$ cat src/rtl/sodor_imem_pkg.sv
// Shared definitions for the Sodor instruction-memory responder.
//   XLEN              : instruction / address width
//   DEFAULT_NOP_INSTR : default instruction returned when no program word is available
//   imem_state_e      : request handshake states of the responder
package sodor_imem_pkg;

   localparam int XLEN = 32;

   // addi x0, x0, 0
   localparam logic [XLEN-1:0] DEFAULT_NOP_INSTR = 32'h0000_0013;

   typedef enum logic [1:0] {
      IDLE = 2'd0,
      WAIT = 2'd1,
      RESP = 2'd2
   } imem_state_e;

endpackage

$ cat src/rtl/sodor_inst_fifo.sv
// Program FIFO for the instruction-memory responder.
//   clock, reset_n : clock and asynchronous active-low reset (pointers/count only)
//   push/push_data : write request; ignored while full
//   pop            : advance the head; ignored while empty
//   head           : word at the head of the FIFO (valid while !empty)
//   full/empty     : occupancy flags, decoded from the registered count
//   count          : number of occupied entries
module sodor_inst_fifo #(
   parameter int DEPTH = 16,
   parameter int W     = 32,
   localparam int AW   = (DEPTH > 1) ? $clog2(DEPTH) : 1,
   localparam int CW   = $clog2(DEPTH + 1)
) (
   input  logic          clock,
   input  logic          reset_n,
   input  logic          push,
   input  logic [W-1:0]  push_data,
   input  logic          pop,
   output logic [W-1:0]  head,
   output logic          full,
   output logic          empty,
   output logic [CW-1:0] count
);

   logic [W-1:0]  mem [DEPTH];
   logic [AW-1:0] wr_ptr_q, wr_ptr_d;
   logic [AW-1:0] rd_ptr_q, rd_ptr_d;
   logic [CW-1:0] count_q, count_d;
   logic          push_en, pop_en;

   assign full    = (count_q == CW'(DEPTH));
   assign empty   = (count_q == '0);
   assign count   = count_q;
   assign push_en = push && !full;
   assign pop_en  = pop && !empty;
   // The head is read directly so the responder can capture it on the acceptance edge.
   assign head    = mem[rd_ptr_q];

   // DEPTH is a power of two, so pointer overflow is the modulo-DEPTH wrap.
   always_comb begin
      wr_ptr_d = wr_ptr_q;
      rd_ptr_d = rd_ptr_q;
      count_d  = count_q;
      if (push_en) wr_ptr_d = wr_ptr_q + AW'(1);
      if (pop_en)  rd_ptr_d = rd_ptr_q + AW'(1);
      case ({push_en, pop_en})
         2'b10:   count_d = count_q + CW'(1);
         2'b01:   count_d = count_q - CW'(1);
         default: count_d = count_q;
      endcase
   end

   always_ff @(posedge clock or negedge reset_n) begin
      if (!reset_n) begin
         wr_ptr_q <= '0;
         rd_ptr_q <= '0;
         count_q  <= '0;
      end else begin
         wr_ptr_q <= wr_ptr_d;
         rd_ptr_q <= rd_ptr_d;
         count_q  <= count_d;
      end
   end

   // Storage is not reset; emptiness is tracked by count alone.
   always_ff @(posedge clock) begin
      if (push_en) mem[wr_ptr_q] <= push_data;
   end

endmodule

$ cat src/rtl/sodor_imem_responder.sv
// Memory side of the Sodor core's imem interface: accepts one fetch at a time and,
// LATENCY cycles later, returns the next preloaded program word (or NOP).
//   clock, reset_n          : clock, asynchronous active-low reset
//   io_imem_req_*           : fetch request (valid/ready/addr)
//   io_imem_resp_*          : one-cycle response strobe and held instruction data
//   load_valid/ready/data   : program preload port into the FIFO
//   fifo_count              : occupied program entries
//   served_count            : responses issued, wraps at 256
//   misalign_err            : sticky, set when a non-word-aligned fetch is accepted
module sodor_imem_responder
   import sodor_imem_pkg::*;
#(
   parameter int          DEPTH     = 16,
   parameter int          LATENCY   = 1,
   parameter logic [31:0] NOP_INSTR = DEFAULT_NOP_INSTR,
   localparam int         CW        = $clog2(DEPTH + 1)
) (
   input  logic            clock,
   input  logic            reset_n,
   input  logic            io_imem_req_valid,
   output logic            io_imem_req_ready,
   input  logic [XLEN-1:0] io_imem_req_bits_addr,
   output logic            io_imem_resp_valid,
   output logic [XLEN-1:0] io_imem_resp_bits_data,
   input  logic            load_valid,
   output logic            load_ready,
   input  logic [XLEN-1:0] load_data,
   output logic [CW-1:0]   fifo_count,
   output logic [7:0]      served_count,
   output logic            misalign_err
);

   imem_state_e     state_q, state_d;
   logic [2:0]      lat_cnt_q, lat_cnt_d;
   logic [XLEN-1:0] pending_q, pending_d;
   logic [XLEN-1:0] resp_data_q, resp_data_d;
   logic [7:0]      served_q, served_d;
   logic            misalign_q, misalign_d;

   logic            fifo_pop, fifo_full, fifo_empty;
   logic [XLEN-1:0] fifo_head;
   logic            unused_addr_bits;

   // Only the low two bits matter for alignment; the PC itself does not index anything.
   assign unused_addr_bits = ^io_imem_req_bits_addr[XLEN-1:2];

   sodor_inst_fifo #(
      .DEPTH (DEPTH),
      .W     (XLEN)
   ) u_fifo (
      .clock     (clock),
      .reset_n   (reset_n),
      .push      (load_valid),
      .push_data (load_data),
      .pop       (fifo_pop),
      .head      (fifo_head),
      .full      (fifo_full),
      .empty     (fifo_empty),
      .count     (fifo_count)
   );

   always_comb begin
      state_d     = state_q;
      lat_cnt_d   = lat_cnt_q;
      pending_d   = pending_q;
      resp_data_d = resp_data_q;
      served_d    = served_q;
      misalign_d  = misalign_q;
      fifo_pop    = 1'b0;

      case (state_q)
         IDLE: begin
            if (io_imem_req_valid) begin
               if (io_imem_req_bits_addr[1:0] != 2'b00) begin
                  pending_d  = NOP_INSTR;
                  misalign_d = 1'b1;
               end else if (!fifo_empty) begin
                  pending_d = fifo_head;
                  fifo_pop  = 1'b1;
               end else begin
                  pending_d = NOP_INSTR;
               end
               if (LATENCY == 1) begin
                  state_d = RESP;
               end else begin
                  state_d   = WAIT;
                  lat_cnt_d = 3'(LATENCY - 2);
               end
            end
         end
         WAIT: begin
            if (lat_cnt_q == 3'd0) state_d = RESP;
            else                   lat_cnt_d = lat_cnt_q - 3'd1;
         end
         RESP:    state_d = IDLE;
         default: state_d = IDLE;
      endcase

      // Response data and the served counter update on entry to RESP, so both are
      // already valid in the cycle resp_valid is high.
      if (state_d == RESP && state_q != RESP) begin
         resp_data_d = pending_d;
         served_d    = served_q + 8'd1;
      end
   end

   always_ff @(posedge clock or negedge reset_n) begin
      if (!reset_n) begin
         state_q     <= IDLE;
         lat_cnt_q   <= 3'd0;
         pending_q   <= NOP_INSTR;
         resp_data_q <= NOP_INSTR;
         served_q    <= 8'd0;
         misalign_q  <= 1'b0;
      end else begin
         state_q     <= state_d;
         lat_cnt_q   <= lat_cnt_d;
         pending_q   <= pending_d;
         resp_data_q <= resp_data_d;
         served_q    <= served_d;
         misalign_q  <= misalign_d;
      end
   end

   assign io_imem_req_ready      = (state_q == IDLE);
   assign io_imem_resp_valid     = (state_q == RESP);
   assign io_imem_resp_bits_data = resp_data_q;
   assign load_ready             = !fifo_full;
   assign served_count           = served_q;
   assign misalign_err           = misalign_q;

endmodule

$ cat config.mk
export PLATFORM = sky130hd
export DESIGN_NAME = sodor_imem_responder
export DESIGN_NICKNAME = d
export VERILOG_FILES = /design/src/rtl/sodor_imem_pkg.sv /design/src/rtl/sodor_inst_fifo.sv /design/src/rtl/sodor_imem_responder.sv
export SDC_FILE = /design/constraint.sdc
export NUM_CORES = 1
export LEC_CHECK = 0
export ABC_CLOCK_PERIOD_IN_PS = 3900
export CORE_ASPECT_RATIO = 0.75
export CORE_MARGIN = 5
export CORE_UTILIZATION = 30
export DETAILED_ROUTE_END_ITERATION = 10
export SLEW_MARGIN = 20
export SYNTH_ARGS = -nofsm -noshare
export SYNTH_HDL_FRONTEND = slang
export SYNTH_SLANG_ARGS = --single-unit
$ cat constraint.sdc
create_clock -name clock -period 3.9 [get_ports clock]
set_input_delay 0.585 -clock clock [delete_from_list [all_inputs] [get_ports clock]]
set_output_delay 0.585 -clock clock [all_outputs]
set_load 0.005 [all_outputs]
==> flow_metrics.tcl <==
set metrics [dict create \
    status "finished clean" \
    antenna_left 0 \
    grt_pass1_vias 12166 \
    fin_cells 2473 \
    swShare_pct 29.5 \
    nFillCells 7157 \
    maxSlewHeadroom_pct 34.5 \
    drc_errors 0 \
    clock_skew_ns 0.0290 \
    post_cts_resized 0 \
    multi_input_area_sq_um 5340 \
    wire_per_inst_um 21.7 \
    clock_latency_ns 0.62 \
    synth_cell_type_count 49 \
    crit_chain "or4_4 > o211ai_4 > inv_2 > ha_1 > xor2_1 > ha_1 > o21a_1 > o21ai_0 > nand3b_1 > a21oi_1 > xnor2_1" \
    clkSinkCount 603 \
    crit_path_max_fanout 10 \
    detail_route.vias_per_cell 4.81 \
    r2r_cells 11 \
    cp_num_cells 11 \
    worstSetupPathType "reg -> reg" \
    hpwlAfterDp_um 32300 \
    numCtsBuffers 58 \
    tightestPinTransition_ns 0.982 \
    avgSynthCellArea_sq_um 18.4 \
    die_x_um 331 \
    clkPwrFrac_pct 30.4 \
    seqCellArea_sq_um 17700 \
    firstDrtPassIters 6 \
    num_io_pins 117 \
    cts_setup_buffers 0 \
    synthCells 1262 \
    gp_congestion 0.760 \
    grt_use_total_pct 12.7 \
    cpPeakStageDelay_ns 0.59 \
    placed_area_sq_um 25700 \
    wl_um 53700 \
    worstPathRequired_ns 4.42 \
    core_sq_um 76900 \
    slew_violations 0 \
    grt_antenna_before_repair 3 \
    ir_worst_vdd_mv 0.417 \
    max_cap_violations 0 \
    cts_tree "yes" \
    synth-main-ff-cell "edfxtp_1" \
    synthTopCellsByCount "edfxtp_1, mux2i_1, nand2_1, dfrtp_1, mux4_2" \
    design_area_sq_um 27600 \
    clock_path_buffers 3 \
    io_buffers 86 \
    min_period_ns 2.90 \
    min_path_type "in -> async" \
    power_leakage_nw 9.42 \
    grt_max_degree 55 \
    period_share_pct 74.5 \
    tns_ns 0 \
    synth_warnings 0 \
    crit_family "simple AND/OR/NAND/NOR gates" \
    place_inst 2366 \
    syn2layout_area_growth_pct 18.9 \
    max_freq_mhz 344 \
    dieArea_sq_um 83200 \
    worst_slack_ns 0.995 \
    rsz0062_at_grt "false" \
    ys_seq_area_share_pct 76.0 \
    path_common_cell "ha_1" \
    path_clk_slew_ns 0.06 \
    synth_edf_count 512 \
    synth.area.top_cells "edfxtp_1, dfrtp_1, mux4_2" \
    cpMaxStageDelayCell "or4_4" \
    htree_levels 2 \
    netlist_area_sq_um 23200 \
    fin_nets 1471 \
    preCtsSetupSlack_ns 0.715 \
    cts_hold_buffers 0 \
    yosysTopAreaCellShare_pct 66.2 \
    grt_pass1_wl_um 80000 \
    yosys_register_bits 603 \
    comb_power_share_pct 25.0 \
    num_vias 11883 \
    critPathBufInv 1 \
    hold_violations 0 \
    ctsRootBufferMaster "clkbuf_16" \
    start_kind "flop" \
    gr-total-overflow 0 \
    syn-num-nets 1342 \
    setup_viol 0 \
    seqPwrFrac_pct 44.7 \
    switching_power_w 0.00556 \
    std_cell_rows 88 \
    yosys.area.top_type "edfxtp_1" \
    powerDensity_nw_per_um2 681 \
    p_int_w 0.0133 \
    drive_above_1_share_pct 17.7 \
    start_util_pct 30.2 \
    hold-worst-slack_ns 0.0301 \
    async_flop_share_pct 15.1 \
    critical_path_arrival_ns 3.42 \
    yosysMostFrequentCell "edfxtp_1" \
    cp-end-kind "flop" \
    drt_iter0_drc 875 \
    fp.dieH_um 251 \
]
## flip-flops by register name, indices dropped and copies added, names as in the netlist
signal and cells:
io_imem_resp_bits_data 32, lat_cnt_q 3, misalign_err 1, pending_q 32, served_count 8, state_q 2, u_fifo.count 5, u_fifo.mem 512
u_fifo.rd_ptr_q 4, u_fifo.wr_ptr_q 4
## routing by layer
metal / up-vias / global-route usage [%] / wire length [um]
met5: - / 0 / 21
met1: 6203 / 18.4 / 25000
li1: 5263 / - / -
met2: 339 / 19.5 / 23800
met4: 4 / 3.00 / 1050
met3: 74 / 3.06 / 3750
## logic make-up after synthesis
kind of cell / after synthesis / synth area share (%)
xor+xnor: 22 / 0.829
fa+ha+maj: 12 / 0.646
mux: 192 / 12.1
flops: 603 / 76.0
compound gates: 164 / 5.01
buf+inv: 77 / 1.70
simple gates: 192 / 3.67
## layout make-up
cell class,instances,share of cell area (%)
Antenna cell,1,0.00906
Clock buffer,66,5.47
Clock inverter,40,1.60
Inverter,8,0.109
Multi-Input combinational cell,582,19.3
Sequential cell,603,63.9
Tap cell,1035,4.69
Timing Repair Buffer,138,4.88
## through the flow
step	util [%]	power, W
after global placement	33.4	0.0132
final	36.0	0.0188
after detailed placement	33.4	0.0133
after CTS	36.0	0.0191
after floorplan	-	0.0115
after global routing	36.0	0.0197
## cells in the final DEF, fill, tap and decap left out, types with 8 or more instances in the layout
cell type and count:
a211o_1 16, a21oi_1 15, a22oi_1 57, a31oi_1 28, buf_12 8, buf_4 45, bufinv_16 8, clkbuf_16 59
clkdlybuf4s50_1 85, clkinv_1 13, clkinv_2 12, dfrtp_1 83, edfxtp_1 512, ha_1 12, mux2i_1 114, mux4_2 71
nand2_1 91, nand3_1 8, nor2_1 36, nor2_4 13, o22ai_1 26, or3_1 10, xnor2_1 16
## worst register-to-register path: cells and delay by family, from the launching register on
kind | cells | cell delay (ns)
AO/OA/AOI/OAI | 4 | 0.66
XOR/XNOR | 2 | 0.31
adder cells (fa/ha/maj) | 2 | 0.56
buffers and inverters | 1 | 0.13
flip-flops | 1 | 0.49
AND/OR/NAND/NOR | 2 | 0.68
## worst paths after layout
kind                                        startpoint                           to  slack (ns)
hold / removal                                 reset_n  served_count[7]$_DFFE_PN0P_        0.03
min in group clock              pending_q[8]$_DFF_PN0_       pending_q[8]$_DFF_PN0_        0.47
setup / recovery           u_fifo.count[1]$_DFFE_PN0P_  u_fifo.count[4]$_DFFE_PN0P_         1.0
max in group asynchronous                      reset_n       pending_q[6]$_DFF_PN0_        2.88
hold reg to reg                 pending_q[8]$_DFF_PN0_       pending_q[8]$_DFF_PN0_        0.47
setup reg to reg           u_fifo.count[1]$_DFFE_PN0P_  u_fifo.count[4]$_DFFE_PN0P_         1.0
## power by group through the flow
stage                     Combinational [W]  Clock (W)  Sequential [W]
after floorplan                     0.00329          0         0.00819
final                               0.00470    0.00572         0.00841
after detailed placement            0.00474          0         0.00856
after CTS                           0.00477    0.00587         0.00842
after global placement              0.00465          0         0.00851
after global routing                0.00510    0.00613         0.00851
Note: power is estimated with default switching activity, not from simulation.
==> variant 1, RTL diff (same flow settings) <==
Reset style: synchronous (`reset_n`), changed in 2 clocked blocks. Comments in the files are not updated.
--- a/src/rtl/sodor_inst_fifo.sv
+++ b/src/rtl/sodor_inst_fifo.sv
@@ -52,3 +52,3 @@
 
-   always_ff @(posedge clock or negedge reset_n) begin
+   always_ff @(posedge clock) begin
       if (!reset_n) begin
--- a/src/rtl/sodor_imem_responder.sv
+++ b/src/rtl/sodor_imem_responder.sv
@@ -106,3 +106,3 @@
 
-   always_ff @(posedge clock or negedge reset_n) begin
+   always_ff @(posedge clock) begin
       if (!reset_n) begin
Check against the original RTL: differs if reset_n is asserted again (counterexample within 4 cycles, from zero or initial values and one cycle with reset_n low); with reset_n held inactive, the same outputs for 4 cycles.
==> variant 1 against the original RTL <==
- critical endpoint is now u_fifo.count[4]
- final area decreased by 1.0%
- sequential cell count grew 4
- sequential share of layout area fell by 0.74 points
- utilization up 0.30 points
- largest cell class unchanged
- synthesized area fell by 1.5%
- wire length decreased by 5.6%
- setup slack better by 0.0059 ns
Power is not compared: it rests on default switching activity, and its combinational part moved more than twofold at a synthesized area within 25%.
==> variant 1: results (changes against the original RTL) <==
- More flip-flops sit in one register than any other, and that register is u_fifo.mem.
- The number of enable-type register cells in the synthesized netlist came to 512 (unchanged).
- Max reg flops: 512 (unchanged)
* Pre-CTS worst setup slack: 0.629 ns (-0.0862 ns)
* Post-Layout Cell Count: 2403 (-2.8%)
- The clock reaches the later pin of the worst-skew pair after ~0.63 ns.
- The number of port buffers was 86 (unchanged).
- Sequential element share of the synthesized area: 75.5% (-0.51 points)
- Number of distinct library cells after synthesis: 42 (-14%)
- Global-route wire length before repair: 76800 um (-4.0%)
* Number of instances in the synthesized netlist: 1210 (-4.1%)
- Xor-xnor portion of the synthesized cell area: 0.689% (-0.14 points)
- The maximum clock path buffer count came to 3 (unchanged).
- Metal2 WL: 24400 um (+2.6%)
* GRT Total Usage: 12.3% (-0.36 points)
- The last weighted congestion value of the routability-driven placer came to 0.711 (-6.5%).
- Iteration-0 DRC Markers: 1042 (+19%)
* Clock root cell: clkbuf_16
- Hold crit path type: input pin to flop
* Number of levels in the clock H-tree: 2 (unchanged)
- Number of gates resized after CTS: 0 (unchanged)
- The worst clock skew is 0.0221 ns (-0.00689 ns).
- The flow ran to the end, and the final reports show no timing, DRC or antenna violations.
- Average wire length per cell after detail routing: 21.1 um (-2.9%)
- The final routed DRC violation total is 0 (unchanged).
* Total clock buffers created by CTS: 59 (+1.7%)
* Met3 global-route usage: 2.54% (-0.52 points)
- Cell Count Post-Placement: 2291 (-3.2%)
- The peak per-stage delay on the critical path came to 0.57 ns (-0.02 ns).
- The analysis attributes to cell leakage a power of about 8.6 nW.
* Synth Area in Adders: 0.656% (+0.0099 points)
- Initial antenna violation count: 1 (-2)
- The total number of nets in the final design was 1409 (-4.2%).
* Number of iterations in the first detailed-routing pass: 5 (-1)
- Multiplexer fraction of the synthesized cell area: 13.0% (+0.86 points)
- The arrival time reported for the critical path endpoint is 3.45 ns (+0.03 ns).
- In this run the power density over the cells is about 500 nW/um^2.
- The proportion of layout cells with a drive suffix above 1 is 20.7% (+2.9 points).
- The post-synthesis compound-gate area fraction came to 3.84% (-1.2 points).
* Uppermost signal routing layer after detailed routing: met4
- The via count was 11500 (-3.6%).
* Global Route met2 Usage: 20.0% (+0.53 points)
- In this design, the largest share of critical-path delay is due to compound AO/OA/AOI/OAI gates.
- The detailed route wirelength on metal3 is 3130 um (-17%).
- Largest net degree at the start of global routing: 55 (unchanged)
* Count of buffers added by post-CTS timing repair for setup: 0 (unchanged)
* Syn nets: 1290 (-3.9%)
- Async set or reset register ratio after synthesis: 0% (-15 points)
- Switching fraction of total power: a little over 20%
- Worst Tran Pin Value: 0.730 ns (-0.252 ns)
- Total of warnings raised by yosys: 0 (unchanged)
* GR met1 Demand/Resource: 17.1% (-1.2 points)
- In the synthesized netlist, the cells that appear most often are edfxtp_1, mux4_2, nand2_1.
- The length of routed wiring on met1 came to 22200 um (-11%).
- Vias in the first global route: 12000 (-1.6%)
* Cells taking the most area after synthesis: edfxtp_1, mux4_2, dfxtp_1
* Post-DP HPWL: 29300 um (-9.3%)
==> variant 1: cell types whose count changed in the layout (fill, tap and decap cells not counted), moves of 23 or more <==
cell | unedited run | this run
nor2_1 | 36 | 10
dfrtp_1 | 83 | 0
dfxtp_1 | 0 | 93
mux4_2 | 71 | 128
a31oi_1 | 28 | 0
nand3_1 | 8 | 31
o22ai_1 | 26 | 0
o211ai_1 | 1 | 29
nand2_1 | 91 | 126
mux2i_1 | 114 | 9
==> variant 1: layout make-up <==
cell class | instances | area, sq um
Fill cell | 6959 | 48100
Sequential cell | 607 | 17300
Multi-Input combinational cell | 528 | 5390
Clock buffer | 78 | 1600
Timing Repair Buffer | 127 | 1360
Tap cell | 1023 | 1280
Clock inverter | 33 | 408
Inverter | 6 | 22.5
Antenna cell | 1 | 2.50
==> variant 1: worst reg2reg max path, cell delays in order, from the launching register on <==
cell and delay, ns:
dfxtp_1 0.40, or4_4 0.57, o211a_1 0.24, ha_1 0.30, xor2_1 0.19, ha_1 0.23
o21a_1 0.17, o21ai_0 0.14, nand2b_1 0.08, a211oi_1 0.29, mux2i_1 0.22
==> variant 1: worst paths after layout <==
check	from	slack [ns]	cells after the start	end
max	u_fifo.count[1]	1.00	10	u_fifo.count[4]
min reg2reg	pending_q[6]	0.43	2	pending_q[6]
min	reset_n	0.43	2	pending_q[0]
max reg2reg	u_fifo.count[1]	1.00	10	u_fifo.count[4]
==> variant 1: through the flow <==
stage / hold slack [ns] / instance area (sq um)
after global placement: 0.417 / 25300
after global routing: 0.456 / 27400
after CTS: 0.403 / 27300
final: 0.432 / 27400
after detailed placement: 0.425 / 25300
after floorplan: 0.410 / 22900
==> variant 2, RTL diff (config.mk and constraints unchanged) <==
Without the edit above. `XLEN`: 32 -> 16.
--- a/src/rtl/sodor_imem_pkg.sv
+++ b/src/rtl/sodor_imem_pkg.sv
@@ -6,3 +6,3 @@
 
-   localparam int XLEN = 32;
+   localparam int XLEN = 16;
 
Ports: changed (resized io_imem_req_bits_addr, io_imem_resp_bits_data and load_data); port bits go from 117 to 69. The function was not compared with the original's and may differ.
==> variant 2 against the original RTL <==
- power decreased by 48%
- largest cell class unchanged
- clock skew shrank 0.019 ns
- final area shrank 47%
- setup slack worse by 0.15 ns
- largest power group unchanged
- via count down 47%
- sequential cell count down 288
- highest routed layer unchanged
- synthesized area fell by 47%
- wire length decreased by 49%
- utilization shrank 0.076 points
==> variant 2: results (changes against the original RTL) <==
- The flow ran to the end, and the final reports show no timing, DRC or antenna violations.
- Largest fanout on the critical path: 9 (-1)
* GP Congestion: 0.778 (+2.4%)
- Cells taking the most area after synthesis: edfxtp_1, dfrtp_1, mux4_2
- The number of antenna violations at the first check in global routing came to 2 (-1).
- Register ranked first by flip-flop count: u_fifo.mem
* Maximum count of clock buffers along a single path: 3 (unchanged)
- Uppermost signal routing layer after detailed routing: met5
* Critical path's top delay family: simple AND/OR/NAND/NOR gates
- Async set or reset register ratio after synthesis: 18.7% (+3.6 points)
* Filler Cells Inserted: 3787 (-47%)
* Worst-case vdd ir drop: 0.321 mV (-23%)
- The slowest stage of the critical path is the nor4_1 cell.
* Internal power: 6.95 mW (-48%)
* Final net count: 827 (-44%)
- The number of H-tree levels came to 1 (-1).
* Pre-CTS worst setup slack: 0.661 ns (-0.0538 ns)
* Iteration-0 DRC Markers: 491 (-44%)
- The number of warnings printed during yosys synthesis is 0 (unchanged).
- The total iterations of the first detailed-routing run is 4 (-2).
- The commonest cells after synthesis are edfxtp_1, mux2i_1, dfrtp_1.
- The number of enable-type register cells in the synthesized netlist was 256 (-50%).
- Clock latency reported for the late side of the worst-skew pair: 0.56 ns (-0.06 ns)
- Vias in the first global route: 6435 (-47%)
- Antenna cell count: 0 (-1)
* Hold crit path type: input pin to async pin
- The detailed route wirelength on metal3 is 2070 um (-45%).
- The number of port buffers is 54 (-37%).
- The number of flip-flops in the largest register came to 256 (-50%).
* Slew Limit Headroom: 50.1% (+16 points)
- The total track usage came to 11.9% (-0.77 points).
* Number of gates resized after CTS: 0 (unchanged)
- Sequential element share of the synthesized area: 74.2% (-1.8 points)
* Average wire length per cell after detail routing: 20.4 um (-6.0%)
* Syn nets: 741 (-45%)
- Post-DP HPWL: 17500 um (-46%)
* CP max stage delay: 0.52 ns (-0.07 ns)
- Vias post-DR: 6350 (-47%)
- The root buffer cell chosen for the clock tree is clkbuf_16.
* Leak Pwr: 5.03 nW (-47%)
- Global-route wire length before repair: 41000 um (-49%)
- Number of instances in the synthesized netlist: 693 (-45%)
- The worst clock skew was 0.0102 ns (-0.0188 ns).
* Count of buffers added by post-CTS timing repair for setup: 0 (unchanged)
* Number of vias per cell after detailed routing: 4.77 (-0.64%)
- The length of routed wiring on met1 was 13200 um (-47%).
- The arrival time reported for the critical path endpoint was 3.54 ns (+0.12 ns).
- The routed wire length on met2 was 11400 um (-52%).
- The clock buffer count from CTS is 30 (-48%).
- The proportion of layout cells with a drive suffix above 1 is 16.6% (-1.2 points).
* Cell Count Post-Placement: 1275 (-46%)
- Largest net degree at the start of global routing: 38 (-31%)
- The clock input transition at the sequential cells of the worst setup and hold paths is 0.06 ns (about the same).
* Number of distinct library cells after synthesis: 46 (-6.1%)
-- variant 2: cell families (layout without fill, tap and decap cells) --
kind of cell	count (synthesis)	after routing	synth area share, %
xor gates and xnor gates	22	22	1.56
AOI/OAI and AO/OA	86	86	5.14
DFF	315	315	74.2
and+or+nand+nor	117	117	4.28
adders and majority gates	12	12	1.21
buffers and inverters	43	152	1.77
muxes	98	98	11.8
-- variant 2: final cells by class --
| class | count | area (sq um) | area share [%] |
|---|---|---|---|
| multi-input combinational | 335 | 3000 | 20.5 |
| clock buffer | 41 | 813 | 5.56 |
| inverter | 8 | 30.0 | 0.205 |
| timing repair buffer | 89 | 836 | 5.71 |
| sequential | 315 | 9180 | 62.7 |
| clock inverter | 14 | 114 | 0.779 |
| tap | 528 | 661 | 4.52 |
-- variant 2: worst register-to-register path, stage by stage, from the launching register on --
cell and delay [ns]:
dfrtp_1 0.48, nor4_1 0.52, nand2_1 0.13, and2_1 0.29, inv_1 0.12, ha_1 0.35
xor2_1 0.19, ha_1 0.21, a31oi_1 0.09, or2_2 0.27, a21oi_1 0.19, xnor2_1 0.14
-- variant 2: layer usage --
layer	global-route usage [%]	vias to the layer above
met1	17.8	3225
met5	0	-
met2	17.3	190
met3	3.76	39
li1	-	2892
met4	2.17	4
-- variant 2: worst paths after layout --
kind / from / end / slack, ns / cells after the start
min reg2reg: served_count[7] / served_count[7] / 0.46 / 1
max reg2reg: u_fifo.count[1] / u_fifo.count[4] / 0.85 / 11
max: u_fifo.count[1] / u_fifo.count[4] / 0.85 / 11
min: reset_n / lat_cnt_q[2] / 0.006 / 1
max in group asynchronous: reset_n / io_imem_resp_bits_data[1] / 3.01 / 2
min in group clock: served_count[7] / served_count[7] / 0.46 / 1
-- variant 2: power by group through the flow --
stage	Sequential (mW)	Combinational (mW)	Clock, mW
5_1_grt	4.54	2.78	2.96
3_3_place_gp	4.54	2.56	0
4_1_cts	4.48	2.59	2.82
2_1_floorplan	4.34	1.80	0
6_report	4.48	2.57	2.77
3_5_place_dp	4.55	2.58	0
-- variant 2: stage by stage --
stage / util, % / hold slack [ns] / power [mW] / cell area [sq um]
5_1_grt: 35.9 / 0.0500 / 10.3 / 14600
2_1_floorplan: - / 0.289 / 6.14 / 12400
3_3_place_gp: 33.6 / 0.452 / 7.10 / 13700
6_report: 35.9 / 0.00563 / 9.81 / 14600
3_5_place_dp: 33.6 / 0.458 / 7.13 / 13700
4_1_cts: 35.9 / 0.0248 / 9.89 / 14600
